<file path="config.mk">
export PLATFORM = sky130hd
export DESIGN_NAME = hamming_engine
export DESIGN_NICKNAME = d
export VERILOG_FILES = /design/src/rtl/hamming_engine.sv
export SDC_FILE = /design/constraint.sdc
export NUM_CORES = 1
export LEC_CHECK = 0
export ABC_AREA = 0
export BUFFER_PORTS_ARGS = -buffer_cell sky130_fd_sc_hd__buf_2
export CAP_MARGIN = 40
export CORE_MARGIN = 4
export CORE_UTILIZATION = 50
export CTS_CLUSTER_DIAMETER = 50
export CTS_CLUSTER_SIZE = 40
export DETAILED_ROUTE_END_ITERATION = 10
export GPL_TIMING_DRIVEN = 0
export PLACE_DENSITY = 0.83
export SETUP_SLACK_MARGIN = 0.1
export SLEW_MARGIN = 20
export SYNTH_ARGS = -nofsm -noshare
export SYNTH_HDL_FRONTEND = slang
export SYNTH_SLANG_ARGS = --single-unit
</file>
<file path="constraint.sdc">
create_clock -name clk -period 2.12 [get_ports clk]
set_input_delay 0.424 -clock clk [delete_from_list [all_inputs] [get_ports clk]]
set_output_delay 0.424 -clock clk [all_outputs]
set_load 0.05 [all_outputs]
</file>
<file path="src/rtl/hamming_engine.sv">
// Memory-walking Hamming (15,11) codec: reads two-byte messages from src, encodes or
// decodes/corrects them, and writes the results to dst, with optional SECDED checking.
//   state | meaning
//   IDLE  | waiting for req after reset
//   RD_LO | reading low byte at src+2i
//   RD_HI | reading high byte at src+2i+1; result formed from both bytes
//   WR_LO | writing low result byte to dst+2i
//   WR_HI | writing high result byte to dst+2i+1
//   DONE  | run finished, ack high, waiting for req
module hamming_engine #(
  parameter int AW     = 8,
  parameter int DW     = 8,
  parameter int NMSG   = 15,
  parameter int SECDED = 0
) (
  input  logic          clk,
  input  logic          reset,
  input  logic          req,
  input  logic          mode,
  input  logic [AW-1:0] src_base,
  input  logic [AW-1:0] dst_base,
  output logic          ack,
  output logic [AW-1:0] mem_addr,
  input  logic [DW-1:0] mem_rd_data,
  output logic          mem_wr_en,
  output logic [DW-1:0] mem_wr_data,
  output logic [7:0]    corr_cnt,
  output logic [7:0]    ded_cnt
);

  typedef enum logic [2:0] {IDLE, RD_LO, RD_HI, WR_LO, WR_HI, DONE} state_t;

  state_t        state;
  logic          mode_q;
  logic [AW-1:0] rd_ptr;
  logic [AW-1:0] wr_ptr;
  logic [6:0]    idx;
  logic [7:0]    lo_q;
  logic [7:0]    res_hi_q;

  logic [16:1] cw;
  logic [11:1] d_in;
  logic [15:1] enc_c;
  logic        enc_c16;
  logic [3:0]  syn;
  logic        par_all;
  logic        is_ded;
  logic        do_fix;
  logic [15:1] fix_mask;
  logic [15:1] cw_fix;
  logic [11:1] d_out;
  logic [7:0]  res_lo;
  logic [7:0]  res_hi;

  // Result is formed in RD_HI from the captured low byte and the live high byte.
  always_comb begin
    cw          = {mem_rd_data[7:0], lo_q};
    d_in        = {mem_rd_data[2:0], lo_q};
    enc_c[1]    = d_in[11] ^ d_in[9] ^ d_in[7] ^ d_in[5] ^ d_in[4] ^ d_in[2] ^ d_in[1];
    enc_c[2]    = d_in[11] ^ d_in[10] ^ d_in[7] ^ d_in[6] ^ d_in[4] ^ d_in[3] ^ d_in[1];
    enc_c[3]    = d_in[1];
    enc_c[4]    = ^{d_in[11:8], d_in[4:2]};
    enc_c[7:5]  = d_in[4:2];
    enc_c[8]    = ^d_in[11:5];
    enc_c[15:9] = d_in[11:5];
    enc_c16     = (SECDED != 0) ? ^enc_c : 1'b0;

    syn = 4'd0;
    for (int k = 1; k <= 15; k++) begin
      if (cw[k]) syn = syn ^ 4'(k);
    end
    par_all  = ^cw;
    is_ded   = (SECDED != 0) && (syn != 4'd0) && !par_all;
    do_fix   = (syn != 4'd0) && !is_ded;
    fix_mask = '0;
    for (int k = 1; k <= 15; k++) begin
      fix_mask[k] = do_fix && (syn == 4'(k));
    end
    cw_fix = cw[15:1] ^ fix_mask;
    d_out  = {cw_fix[15:9], cw_fix[7:5], cw_fix[3]};

    if (mode_q) begin
      res_lo = d_out[8:1];
      res_hi = {is_ded, 4'b0000, d_out[11:9]};
    end else begin
      res_lo = enc_c[8:1];
      res_hi = {enc_c16, enc_c[15:9]};
    end
  end

  always_ff @(posedge clk) begin
    if (reset) begin
      state       <= IDLE;
      ack         <= 1'b0;
      mem_addr    <= '0;
      mem_wr_en   <= 1'b0;
      mem_wr_data <= '0;
      corr_cnt    <= 8'd0;
      ded_cnt     <= 8'd0;
      mode_q      <= 1'b0;
      rd_ptr      <= '0;
      wr_ptr      <= '0;
      idx         <= 7'd0;
      lo_q        <= 8'd0;
      res_hi_q    <= 8'd0;
    end else begin
      case (state)
        IDLE, DONE: begin
          if (req) begin
            mode_q   <= mode;
            rd_ptr   <= src_base;
            wr_ptr   <= dst_base;
            idx      <= 7'd0;
            ack      <= 1'b0;
            corr_cnt <= 8'd0;
            ded_cnt  <= 8'd0;
            mem_addr <= src_base;
            state    <= RD_LO;
          end
        end
        RD_LO: begin
          lo_q     <= mem_rd_data[7:0];
          mem_addr <= rd_ptr + AW'(1);
          state    <= RD_HI;
        end
        RD_HI: begin
          mem_wr_data <= res_lo;
          res_hi_q    <= res_hi;
          mem_addr    <= wr_ptr;
          mem_wr_en   <= 1'b1;
          if (mode_q && do_fix && corr_cnt != 8'hFF) corr_cnt <= corr_cnt + 8'd1;
          if (mode_q && is_ded && ded_cnt != 8'hFF) ded_cnt <= ded_cnt + 8'd1;
          state       <= WR_LO;
        end
        WR_LO: begin
          mem_wr_data <= res_hi_q;
          mem_addr    <= wr_ptr + AW'(1);
          state       <= WR_HI;
        end
        WR_HI: begin
          mem_wr_en <= 1'b0;
          if (idx == 7'(NMSG - 1)) begin
            ack   <= 1'b1;
            state <= DONE;
          end else begin
            idx      <= idx + 7'd1;
            rd_ptr   <= rd_ptr + AW'(2);
            wr_ptr   <= wr_ptr + AW'(2);
            mem_addr <= rd_ptr + AW'(2);
            state    <= RD_LO;
          end
        end
        default: state <= IDLE;
      endcase
    end
  end

endmodule
</file>
# --- Word level (Yosys, flattened, before mapping) ---
# Index checks and enable logic that the tools add are counted.
totals:
  reg_bits: 69
  latch_bits: 0
  mem_bits_rw: 0
  romBits: 0
  in_bits: 28
  output_inout_bits: 34
  elab_cells: 141
  n_memories: 0
classes:
  n_addsub: 6
  mul: 0
  div_mod_pow: 0
  n_lt_le_gt_ge: 0
  eq_ne: 26
  shift: 0
  n_mux: 38
  bitwise: 27
  reduce_logical: 32
op_table:
  columns: ["op", "n"]
  rows:
  - ["case mux 8 bit (2 select lines)", 4]
  - ["two-way mux 8 bit", 7]
  - ["case mux 8 bit (5 select lines)", 1]
  - ["equality test 4 bit (second input constant)", 8]
  - ["two-way mux 4 bit", 8]
  - ["adder 8 x 1 -> 8 bit (second input constant)", 3]
  - ["two-way mux 7 bit", 3]
  - ["two-way mux 3 bit", 6]
  - ["logical AND 1 bit", 17]
  - ["adder 8 x 2 -> 8 bit (second input constant)", 2]
  - ["equality test 4 x 3 -> 1 bit (second input constant)", 4]
  - ["case mux 3 bit (5 select lines)", 1]
  - ["XOR 15 bit", 1]
  - ["case mux 7 bit (2 select lines)", 1]
  - ["parity 7 bit", 2]
  - ["NOT 2 bit", 6]
  - ["NOT 3 bit", 4]
  - ["AND reduction 3 bit", 4]
  - ["XOR 1 bit", 12]
  - ["equality test 4 x 2 -> 1 bit (second input constant)", 2]
  - ["!= test 2 bit (second input constant)", 4]
  - ["!= test 8 bit (second input constant)", 1]
  - ["nonzero test 2 bit", 4]
  - ["adder 7 x 1 -> 7 bit (second input constant)", 1]
  - ["15 further kinds", 23]

# --- Depth between registers and ports, before layout ---
depth:
  word_depth: 31
  depth_mapped: 10
  mapped_depth_nobuf: 9

# --- Worst setup path after synthesis ---
# No wires, ideal clock.
synth_timing:
  path_kind: "input to register"
  from: "input port mem_rd_data[0]"
  to: "register mem_wr_data[1]"
  setup_ns: 0.103
  t_arrival_ns: 2.153
  required_time_ns: 2.017
  setup_slack_ns: -0.136
  cell_stages: 7
  path_buffers: 1
  cell_sequence: "buf_2 -> xnor2_4 -> xor3_1 -> nor3_1 -> o22ai_1 -> xor2_1 -> a2111oi_2"
synth_via:
  elab_chain_len: 18
  elab_cells_between_ends: 19
  classes_between: "eq/ne: 1; mux: 9; bitwise: 7; reduce/logical: 2"
synth_lines:
  columns: ["item", "line_no", "text"]
  rows:
  - ["start: declaration", "24", "input logic [DW-1:0] mem_rd_data,"]
  - ["two-way mux 4 bit *", "70", "if (cw[k]) syn = syn ^ 4'(k);"]
  - ["NOT 2 bit (no source line)", null, null]
  - ["two-way mux 4 bit *", "70", null]
  - ["NOT 3 bit (no source line)", null, null]
  - ["two-way mux 4 bit *", "70", null]
  - ["NOT 2 bit (no source line)", null, null]
  - ["two-way mux 4 bit *", "70", null]
  - ["NOT 3 bit (no source line)", null, null]
  - ["(+2 left out)", null, null]
  - ["two-way mux 4 bit *", "70", null]
  - ["NOT 4 bit (no source line)", null, null]
  - ["two-way mux 4 bit *", "70", null]
  - ["equality test 4 x 3 -> 1 bit or nonzero test 4 bit (tied branches)", "77, 74", null]
  - ["logical AND 1 bit *", "77", "fix_mask[k] = do_fix && (syn == 4'(k));"]
  - ["XOR 15 bit *", "79", "cw_fix = cw[15:1] ^ fix_mask;"]
  - ["two-way mux 8 bit *", "82", "if (mode_q) begin"]
  - ["case mux 8 bit (2 select lines) *", "107", "case (state)"]
  - ["end signal: assignment", "127", "mem_wr_data <= res_lo;"]
  - ["end signal: assignment", "136", "mem_wr_data <= res_hi_q;"]
  - ["end: declaration", "26", "output logic [DW-1:0] mem_wr_data,"]
# Mark *: on every way between the ends. The rest lies on a longest branch, timed or not.
# A chain may end at the register's enable or synchronous reset.

# --- Worst setup path after layout ---
layout_timing:
  from: "register lo_q[3]"
  to: "register corr_cnt[7]"
layout_via:
  elab_chain_len: 24
layout_lines:
  columns: ["item", "line_no", "text"]
  rows:
  - ["start: declaration", "38", "logic [7:0] lo_q;"]
  - ["start signal: assignment", "122", "lo_q <= mem_rd_data[7:0];"]
  - ["two-way mux 3 bit *", "70", null]
  - ["NOT 2 bit (no source line)", null, null]
  - ["two-way mux 3 bit *", "70", null]
  - ["NOT 2 bit (no source line)", null, null]
  - ["two-way mux 3 bit *", "70", null]
  - ["NOT 3 bit (no source line)", null, null]
  - ["two-way mux 3 bit *", "70", null]
  - ["two-way mux 4 bit * (4 in series)", "70", null]
  - ["(+4 left out)", null, null]
  - ["NOT 3 bit (no source line)", null, null]
  - ["two-way mux 4 bit *", "70", null]
  - ["NOT 4 bit (no source line)", null, null]
  - ["two-way mux 4 bit *", "70", null]
  - ["nonzero test 4 bit *", "74", "do_fix = (syn != 4'd0) && !is_ded;"]
  - ["logical AND 1 bit * (2 in series)", "131", "if (mode_q && do_fix && corr_cnt != 8'hFF) corr_cnt <= corr_cnt + 8'd1;"]
  - ["!= test 2 bit (no source line) *", null, null]
  - ["AND reduction 3 bit (no source line) *", null, null]
  - ["end signal: assignment", "131", null]
  - ["end: declaration", "27", "output logic [7:0] corr_cnt,"]
# Marked as above.

==> summary.md <==
| Metric | Value |
|---|---|
| Post-Syn Area | 4680 um^2 |
| Main synth FF type | dfxtp_1 |
| Leak | 2.41 nW |
| GP Congestion | 0.949 |
| Final Util | 65.4% |
| GRT Util Overall | 26.6% |
| Clock Tree Root | clkbuf_8 |
| DRC viols | 0 |
| HP Class | input port to flip-flop |
| Slew @ Worst Pin | 0.845 ns |
| Hold EP | lo_q[7] |
| Hold Vio Cnt, Final | 0 |
| Placed Instances | 772 |
| CTS buffer count | 9 |
| Vias in the first global route | 4776 |
| CTS Sinks | 68 |
| Largest net degree at the start of global routing | 13 |
| Ys Warns | 0 |
| Top cell type's share of synthesized area | 29.1% |
| Classification of the worst setup path | flip-flop to flip-flop |
| Overflow after GRT | 0 |
| Top-count cell post-synth | dfxtp_1 |
| WL/cell | 19.1 um |
| Row cnt | 35 |
| Pwr dens | 724 nW/um^2 |
| Fin crit period | 2.19 ns |
| First-pass GRT wire length | 23800 um |
| Total Nets Final | 729 |
| Failing checks | negative setup slack |
| Diode count | 0 |
| Die Span Y | 105 um |
| Status | finished with violations |
| Initial DRT Pass Iterations | 5 |
| Area leader, netlist | dfxtp_1 |
| Post-synth top cells | 68 x dfxtp_1, 62 x nand2_1, 55 x nor2_1 |
| Hpwl dp | 10500 um |
| Worst-Skew Late Latency | 0.35 ns |
| Synthesis-to-layout area growth | 28.4% |
| Most area-consuming cells after synthesis | dfxtp_1 29%, a21oi_1 5.7%, xor2_1 5.6% |
| Reg2Reg Launch Point | lo_q[3] |
| Htree depth | 3 |
| Initial antenna violation count | 0 |
| Peak supply drop | 0.000436 V |
| Max Cap Violations | 0 |
| Worst hold path depth | 3 |
| Final Cycle Share | 103% |
| Via count | 5050 |
| Final Non-Filler Cells | 811 |
| ANT nets after route | 0 |
| IO Pins | 62 |
| Clock tree buffer depth | 2 |
| Sequential area share after synthesis | 29.1% |
| Worst EP arrival | 2.48 ns |
| Fmax | 456 MHz |
| Crit path from | lo_q[3] |
| Worst endpoint required time | 2.40 ns |
| Launch point of the worst hold path | mem_rd_data[7] |
| Vias/cell | 6.23 |
| R2r setup slk | -0.07 ns |
| Slew margin rel. | 43.3% |
| Layout cell share with drive strength beyond 1 | 28.0% |
| Slew Limit Fails | 0 |
| CORE AREA | 9200 um^2 |
| CTS tree | yes |
| Pre-CTS setup slack | -0.273 ns |
| Clock skew | 0.0102 ns |
| Yosys reg bits | 68 |
| PortBufs | 48 |
| Startpoint Class | flip-flop |
| CTS clk-pin slew, worst paths | 0.08 ns |
| Die X | 105 um |
| Final hold slack | 0.312 ns |
| Async SR Flop Fraction | 0% |
| Full die area | 11000 um^2 |
| Worst reg2reg path depth | 6 |
| Crit-path max FO | 5 |
| Reg2reg end | corr_cnt[7] |
| Routed wire length | 15500 um |
| Synth cell types | 62 |
| RSZ-0062 raised after global routing | yes |
| Number of enable flip-flop cells after synthesis | 0 |
| Total Power | 4.35 mW |
| Synthesized area per cell | 7.74 um^2 |
| Starting Density | 50.9% |
| Setup Viol. Count Final | 9 |
| Synth Instances | 605 |
| Worst setup margin | -0.0735 ns |
| Worst setup EP type | flip-flop |
| Iteration-0 DRC Markers | 382 |
==> flip-flops by register name, indices dropped and copies added (netlist names) <==
signal	cells
ack	1
res_hi_q	7
idx	7
corr_cnt	8
mem_wr_data	8
rd_ptr	8
mem_wr_en	1
state	3
mem_addr	8
mode_q	1
wr_ptr	8
lo_q	8
==> layout by cell type, fill, tap and decap left out, drive strengths merged, types with 3 or more instances in the layout <==
| cell | instances |
|---|---|
| a2111oi | 3 |
| a211oi | 4 |
| a21o | 4 |
| a21oi | 53 |
| a22oi | 6 |
| a2bb2oi | 3 |
| a311oi | 4 |
| a31oi | 7 |
| and2 | 4 |
| and3 | 10 |
| buf | 94 |
| clkbuf | 41 |
| clkinv | 5 |
| conb | 8 |
| dfxtp | 68 |
| ha | 6 |
| inv | 12 |
| mux2i | 16 |
| nand2 | 62 |
| nand3 | 22 |
| nand3b | 6 |
| nand4 | 5 |
| nor2 | 55 |
| nor3 | 41 |
| nor3b | 6 |
| o211ai | 6 |
| o21ai | 27 |
| o22ai | 22 |
| o31ai | 3 |
| or3 | 7 |
| xnor2 | 26 |
| xnor3 | 3 |
| xor2 | 30 |
| xor3 | 4 |
==> area by class of cell <==
| type | count | area (um^2) |
|---|---|---|
| buffer | 53 | 298 |
| clock buffer | 10 | 138 |
| clock inverter | 6 | 40.0 |
| fill | 740 | 3190 |
| inverter | 13 | 55.1 |
| multi-input combinational | 478 | 3520 |
| sequential | 68 | 1380 |
| tap | 111 | 139 |
| timing repair buffer | 72 | 445 |
==> per-stage QoR <==
stage               instance area (um^2)  setup TNS [ns]
global route                        6010           -1.25
finish                              6010          -0.262
detailed placement                  5230           -8.41
CTS                                 5760         -0.0581
floorplan                           4850               0
global placement                    5230           -5.94
==> power by group <==
| group | internal [mW] | switching (mW) |
|---|---|---|
| clock | 0.454 | 0.550 |
| sequential | 1.37 | 0.0831 |
| combinational | 0.709 | 1.18 |
==> cells by family (layout without fill, tap and decap cells) <==
group           after synthesis  count (layout)  synth area share, %
compound gates              154             154                 20.8
xor+xnor                     63              63                 14.4
fa+ha+maj                     7               7                 1.82
buf+inv                      66             154                 6.20
flops                        68              68                 29.1
mux                          18              18                 3.90
other cells                   1               8               0.0801
simple gates                228             228                 23.7
==> worst max-delay path, stage by stage, from the launching register on <==
cell and delay [ns]:
dfxtp_4 0.38, xor3_2 0.53, xnor2_4 0.34, nor3_4 0.08, o22a_1 0.28, or3_1 0.35, a21oi_1 0.16
==> worst max path at each step <==
stage | to | cells after the start
floorplan | mem_wr_data[3] | 7
global placement | lo_q[2] | 6
detailed placement | lo_q[5] | 6
CTS | corr_cnt[7] | 7
global route | corr_cnt[7] | 6
finish | corr_cnt[7] | 6
==> metal layers <==
metal,track usage [%],share of wire [%],vias to the layer above
met5,0,0,-
met4,12.9,3.8,0
met3,4.63,9.0,58
met2,46.2,51,311
met1,31.6,36,2351
li1,-,-,2330
==> repair_timing <==
item | CTS | global route
gates resized for setup | 55 | 45
hold buffers | 0 | 0
endpoints found under the setup margin | 53 | 50
endpoints found under the hold margin | 0 | 0
setup buffers | 14 | 9
pin swaps | 23 | 16
Power figures use the tool's default switching activity.
